$ cat src/rtl/uart_tx_sched.sv
// Arbitrates FIFO and injection bytes onto one txuartlite; grant->write/pop 1 clk, registered outputs.
// Waits for tx busy to rise and fall (4-clk rise timeout) plus GAP_CYCLES before the next grant.
module uart_tx_sched #(
  parameter int GAP_CYCLES = 0,
  parameter int CNTW       = 16
) (
  input  logic            i_clk,
  input  logic            i_rst_n,
  input  logic            i_mode,
  input  logic            i_step,
  input  logic            i_fifo_empty_n,
  input  logic [7:0]      i_fifo_data,
  output logic            o_fifo_rd,
  input  logic            i_inj_valid,
  input  logic [7:0]      i_inj_data,
  output logic            o_inj_ready,
  output logic            o_tx_wr,
  output logic [7:0]      o_tx_data,
  input  logic            i_tx_busy,
  output logic            o_empty_hit,
  output logic [CNTW-1:0] o_count
);

  typedef enum logic [2:0] {IDLE, SEND, WAIT_BUSY, WAIT_DONE, GAP} state_t;

  localparam logic [7:0] GAP_LAST = 8'(GAP_CYCLES - 1);

  state_t          state_q, state_d;
  logic            tok_q, tok_d;
  logic            rr_q, rr_d;
  logic [7:0]      cnt_q, cnt_d;
  logic [7:0]      data_q, data_d;
  logic            wr_q, wr_d;
  logic            rd_q, rd_d;
  logic            rdy_q, rdy_d;
  logic            hit_q, hit_d;
  logic [CNTW-1:0] count_q, count_d;
  logic            grant_fifo, grant_inj;

  always_comb begin
    state_d    = state_q;
    tok_d      = tok_q;
    rr_d       = rr_q;
    cnt_d      = cnt_q;
    data_d     = data_q;
    wr_d       = 1'b0;
    rd_d       = 1'b0;
    rdy_d      = 1'b0;
    hit_d      = 1'b0;
    count_d    = count_q;
    grant_fifo = 1'b0;
    grant_inj  = 1'b0;

    if (!i_mode) begin
      tok_d = 1'b0;
    end else if (i_step) begin
      tok_d = 1'b1;
    end

    case (state_q)
      IDLE: begin
        if (i_mode && i_step && !i_fifo_empty_n && !i_inj_valid) begin
          hit_d  = 1'b1;
          data_d = 8'h00;
          tok_d  = 1'b0;
        end else if (!i_tx_busy && (!i_mode || tok_q)) begin
          // rr_q: 0 favours the FIFO, 1 favours injection on a tie
          if (i_fifo_empty_n && i_inj_valid) begin
            grant_inj  = rr_q;
            grant_fifo = !rr_q;
            rr_d       = !rr_q;
          end else begin
            grant_fifo = i_fifo_empty_n;
            grant_inj  = i_inj_valid;
          end
          if (grant_fifo || grant_inj) begin
            data_d  = grant_fifo ? i_fifo_data : i_inj_data;
            wr_d    = 1'b1;
            rd_d    = grant_fifo;
            rdy_d   = grant_inj;
            count_d = count_q + CNTW'(1);
            tok_d   = 1'b0;
            state_d = SEND;
          end
        end
      end
      SEND: begin
        cnt_d   = 8'd0;
        state_d = WAIT_BUSY;
      end
      WAIT_BUSY: begin
        // a transmitter that never raises busy releases us after 4 clocks
        if (i_tx_busy || cnt_q == 8'd3) begin
          state_d = WAIT_DONE;
        end else begin
          cnt_d = cnt_q + 8'd1;
        end
      end
      WAIT_DONE: begin
        if (!i_tx_busy) begin
          cnt_d   = 8'd0;
          state_d = (GAP_CYCLES > 0) ? GAP : IDLE;
        end
      end
      GAP: begin
        if (cnt_q == GAP_LAST) begin
          state_d = IDLE;
        end else begin
          cnt_d = cnt_q + 8'd1;
        end
      end
      default: state_d = IDLE;
    endcase
  end

  always_ff @(posedge i_clk or negedge i_rst_n) begin
    if (!i_rst_n) begin
      state_q <= IDLE;
      tok_q   <= 1'b0;
      rr_q    <= 1'b0;
      cnt_q   <= 8'd0;
      data_q  <= 8'h00;
      wr_q    <= 1'b0;
      rd_q    <= 1'b0;
      rdy_q   <= 1'b0;
      hit_q   <= 1'b0;
      count_q <= '0;
    end else begin
      state_q <= state_d;
      tok_q   <= tok_d;
      rr_q    <= rr_d;
      cnt_q   <= cnt_d;
      data_q  <= data_d;
      wr_q    <= wr_d;
      rd_q    <= rd_d;
      rdy_q   <= rdy_d;
      hit_q   <= hit_d;
      count_q <= count_d;
    end
  end

  assign o_tx_wr     = wr_q;
  assign o_fifo_rd   = rd_q;
  assign o_inj_ready = rdy_q;
  assign o_tx_data   = data_q;
  assign o_empty_hit = hit_q;
  assign o_count     = count_q;

endmodule

$ cat config.mk
export PLATFORM = sky130hd
export DESIGN_NAME = uart_tx_sched
export DESIGN_NICKNAME = d
export VERILOG_FILES = /design/src/rtl/uart_tx_sched.sv
export SDC_FILE = /design/constraint.sdc
export NUM_CORES = 1
export LEC_CHECK = 0
export CORE_ASPECT_RATIO = 1.75
export CORE_MARGIN = 1
export CORE_UTILIZATION = 50
export CTS_BUF_LIST = sky130_fd_sc_hd__clkbuf_4 sky130_fd_sc_hd__clkbuf_8
export DETAILED_ROUTE_END_ITERATION = 8
export PLACE_DENSITY = 0.92
export SETUP_SLACK_MARGIN = 0.1
export SYNTH_ARGS = -nofsm -noshare
export SYNTH_HDL_FRONTEND = slang
export SYNTH_SLANG_ARGS = --single-unit
$ cat constraint.sdc
create_clock -name i_clk -period 1.9 [get_ports i_clk]
set_input_delay 0.285 -clock i_clk [delete_from_list [all_inputs] [get_ports i_clk]]
set_output_delay 0.285 -clock i_clk [all_outputs]
set_load 0.005 [all_outputs]
=== After elaboration in Yosys (flattened, before gate mapping) ===
Cells that the tools add are included.

* $add $sub $neg: 2
* Eq/ne operators: 14
* Muxes and demuxes: 43
* Bitwise logic cells: 1
* Reduce and logical (&&, ||, !) cells: 22

{| class="wikitable"
|+ Operators with widths
! operator !! count
|-
| $mux 8 || 7
|-
| $pmux 8 s4 || 1
|-
| $mux 1 || 28
|-
| $mux 3 || 6
|-
| $add 16x1->16 const B || 1
|-
| $ne 2x2->1 const B || 8
|-
| $pmux 3 s5 || 1
|-
| $reduce_and 4->1 || 3
|-
| $add 8x1->8 const B || 1
|-
| $eq 8x2->1 const B || 1
|-
| $eq 8x8->1 const B || 1
|-
| $eq 3x2->1 const B || 2
|-
| $reduce_and 6->1 || 1
|-
| $logic_and 1x1->1 || 5
|-
| $logic_not 1->1 || 5
|-
| $reduce_bool 2->1 || 2
|-
| $reduce_bool 4->1 || 1
|-
| $eq 3x1->1 const B || 1
|-
| $eq 3x3->1 const B || 1
|-
| $logic_not 3->1 || 1
|-
| $logic_or 1x1->1 || 3
|-
| $reduce_and 3->1 || 1
|-
| $not 1->1 || 1
|}

* Flip-flop bits (word level): 41
* Output and inout bits: 28
* Logic and storage cells: 92

=== Logic depth before layout (Yosys ltp) ===
* Depth in word-level cells: 11
* Mapped depth: 7
* Mapped depth without buffers: 7

=== Worst setup path after synthesis ===
Ideal clock, no wire load.

* Path kind: register to register
* Start: register state_q[0]
* End: register state_q[1]
* Setup time: 125 ps
* Data arrival time: 1487 ps
* Data required time: 1775 ps
* Slack: 288 ps
* Cell stages (with the launch flop): 8
* Path through: dfrtp_1 -> inv_1 -> ha_1 -> clkbuf_1 -> a21oi_1 -> a31oi_1 -> a21oi_1 -> mux2_2

* Word-level cells in the longest chain between the ends: 3
* Elaborated cells between the ends (all ways): 13

{| class="wikitable"
|+ RTL lines
! item !! RTL line !! source
|-
| from (decl) || 28 || <nowiki>state_t state_q, state_d;</nowiki>
|-
| from (signal assigned) || 129 || <nowiki>state_q <= state_d;</nowiki>
|-
| $eq 3x3->1 (tied with other cells) || 60 || <nowiki>case (state_q)</nowiki>
|-
| $ne 2x2->1 (no line) || -- ||
|-
| $reduce_and 6->1 (no line) || -- ||
|}

Parallel ways exist; a longest one is shown, timed or not.
A chain may end at the register's enable or synchronous reset.

=== Final worst setup path ===
* Start: register state_q[0]
* End: register count_q[7], in the netlist o_count[7]

* Word-level cells in the longest chain between the ends: 2

{| class="wikitable"
|+ RTL lines
! item !! RTL line !! source
|-
| $logic_not 3->1 || 60 ||
|-
| $reduce_and 4->1 (no line) || -- ||
|-
| to (signal assigned) || 138 || <nowiki>count_q <= count_d;</nowiki>
|-
| to (decl) || 37 || <nowiki>logic [CNTW-1:0] count_q, count_d;</nowiki>
|}

Every way passes these cells.

==> flow_metrics.tcl <==
set metrics [dict create \
    rr_endpoint "o_count[7]$_DFFE_PN0P_" \
    grtUsageTotal_pct 24.13 \
    finalHoldViolCount 0 \
    nNetsFinal 273 \
    yosysUniqueCellTypes 42 \
    crit_path_end_kind "flop" \
    design_area_mm2 0.002801 \
    tritoncts "built" \
    yosysWarningCount 0 \
    syn_area_mm2 0.001992 \
    crit_required_ps 2130 \
    clk_latency_ps 300 \
    slowest_delay_ps 410 \
    cp-start-kind "flop" \
    final.min_clock_period_ps 1753 \
    htreeDepth 2 \
    critPathArrivalTime_ps 1980 \
    timing.final.crit_share_pct 92.27 \
    globalRouteOverflowTotal 0 \
    synth_edf_count 0 \
    grt_pass1_vias 1592 \
    placed_cells 283 \
    final_cell_count_no_fill 294 \
    vdd_drop_max_mv 0.7664 \
    setup_viol 0 \
    path_clk_slew_ps 80 \
    final_cell_mix "clkdlybuf4s50_1 (49), dfrtp_1 (40), nand2_1 (17), buf_4 (12), xor2_1 (9)" \
    async_reset_ff_share_pct 100.0 \
    n_antenna_cell 0 \
    rsz0062_at_grt "true" \
    synth_seq_cells 40 \
    synth_cells 179 \
    hpwl_um 3544 \
    syn-num-nets 207 \
    pin_count 51 \
    outcome "completed" \
    cts.path.max_buffers 2 \
    fp.dieH_um 85.50 \
    grt_max_degree 22 \
    reg2reg_from "state_q[0]$_DFFE_PN0P_" \
    worst-path-max-fanout 4 \
    syn_avg_cell_area_um2 11.13 \
    finalSetupTns_ps 0 \
    drc_errors 0 \
    cap_viol_max_count 0 \
    tightest_slew_ps 486.0 \
    die_area_mm2 0.004250 \
    rows 30 \
    vias 1660 \
    slew_viol_final 0 \
    cts_num_sinks 40 \
    wl_um 4821 \
    critPathLaunch "state_q[0]$_DFFE_PN0P_" \
    die_x_um 49.71 \
    antenna_found_initial 0 \
    fin_hold_ws_ps 471.9 \
    core_mm2 0.003829 \
    relSlewSlack_pct 67.60 \
    ys_seq_area_share_pct 50.25 \
    start_util_pct 52.03 \
    final_common_cell "clkdlybuf4s50_1" \
    synthFlopType "dfrtp_1" \
    fmax_mhz 570.4 \
    gp_congestion 0.8000 \
    cts-buffers-inserted 5 \
    placed_cell_area_mm2 0.002621 \
    grt_first_pass_wirelength_um 7569 \
    avgViaCountPerCell 5.646 \
    slowest_stage "dfrtp_1" \
    critPathKind "flop to flop" \
    power_density_mw_per_mm2 1051 \
    drtIter0Drc 34 \
    ant_nets 0 \
    drive_above_1_share_pct 16.67 \
    min_path_type "primary input to async pin" \
    first_pass_iters 4 \
    root_buffer "clkbuf_8" \
    cp_cell_sequence "inv_1, ha_2, nor2b_4, nand4_1, nor3_1, xor2_1" \
    reg2reg_depth 6 \
    layout-area-overhead-vs-synth_pct 40.64 \
    endpoint "o_count[7]$_DFFE_PN0P_" \
    port_buffers 50 \
    p_leak_uw 0.001286 \
    ff2ff_setup_slack_ps 150 \
    skew_ps 9.233 \
    wire_per_inst_um 16.40 \
]
==> layer usage <==
metal	part of all wire, %	vias up	GRT usage (%)
li1	-	783	-
met1	40	826	28.35
met2	55	39	41.52
met3	2.2	12	4.078
met4	3.0	0	12.21
met5	0	-	0
==> power by group <==
| group | switching [uW] | total, uW | internal, uW |
|---|---|---|---|
| logic | 477 | 1060 | 587 |
| clock network | 305 | 694 | 389 |
| registers | 162 | 1190 | 1020 |
==> sequential cells by signal (all words and copies together) (netlist names) <==
register,count
tok_q,1
rr_q,1
o_empty_hit,1
o_tx_wr,1
state_q,2
o_fifo_rd,1
cnt_q,8
o_inj_ready,1
o_count,16
o_tx_data,8
==> timing repair <==
| item | CTS | global route |
|---|---|---|
| hold buffers | 1 | 0 |
| gates resized for setup | 0 | 9 |
| setup endpoints to repair | 0 | 17 |
| setup buffers | 0 | 2 |
| hold endpoints to repair | 19 | 0 |
==> worst max-delay path: cells and delay by family, from the launching register on <==
kind	cells	cell delay, ps
flops	1	410
buf+inv	1	90
simple gates	3	770
xor+xnor	1	190
fa+ha+maj	1	220
==> cells by family after synthesis <==
| kind of cell | Yosys count | share of synthesized area [%] |
|---|---|---|
| AO/OA/AOI/OAI | 30 | 11.93 |
| multiplexers | 13 | 6.847 |
| adder cells (fa/ha/maj) | 5 | 3.141 |
| AND/OR/NAND/NOR | 64 | 18.59 |
| buffers and inverters | 11 | 2.198 |
| XOR/XNOR | 16 | 7.035 |
| flip-flops | 40 | 50.25 |
==> cell type report <==
class | instances | area, um2
Sequential cell | 40 | 1001
Multi-Input combinational cell | 128 | 988.4
Clock buffer | 5 | 68.82
Inverter | 6 | 25.02
Fill cell | 270 | 1027
Clock inverter | 3 | 42.54
Tap cell | 48 | 60.06
Timing Repair Buffer | 64 | 615.6
==> per-stage QoR <==
stage / utilization (%) / power [uW] / setup slack (ps)
after CTS: 71.63 / 2916 / 102.9
after global routing: 73.17 / 3092 / 34.01
after global placement: 68.46 / 2165 / 75.91
final: 73.17 / 2944 / 146.8
after floorplan: - / 1690 / 288.4
after detailed placement: 68.46 / 2213 / 11.99
==> cells in the mapped netlist (3+ instances only) <==
library cell / count / area [um2]
and3_1: 5 / 31.28
o21ai_0: 3 / 15.01
mux2_2: 3 / 33.78
clkbuf_1: 3 / 11.26
nand3_1: 8 / 40.04
dfrtp_1: 40 / 1001
nor3_1: 8 / 40.04
a22o_1: 6 / 52.55
xnor2_1: 7 / 61.31
nor2_1: 7 / 26.28
inv_1: 5 / 18.77
nor4_1: 4 / 25.02
ha_1: 5 / 62.56
xor2_1: 9 / 78.83
o2bb2ai_1: 8 / 70.07
mux2i_1: 8 / 80.08
nand2_1: 17 / 63.81
==> worst min path at each step <==
stage                                start                      end  slack (ps)  cells past startpoint
after floorplan                    i_rst_n     cnt_q[0]$_DFFE_PN0P_         -10                      0
after global placement             i_rst_n  o_count[13]$_DFFE_PN0P_         270                      1
after detailed placement           i_rst_n  o_count[13]$_DFFE_PN0P_         270                      1
after CTS                          i_rst_n  o_count[13]$_DFFE_PN0P_         480                      2
after global routing      rr_q$_DFFE_PN0P_         rr_q$_DFFE_PN0P_         500                      1
final                              i_rst_n  o_count[13]$_DFFE_PN0P_         470                      2
Note: power is estimated with default switching activity, not from simulation.
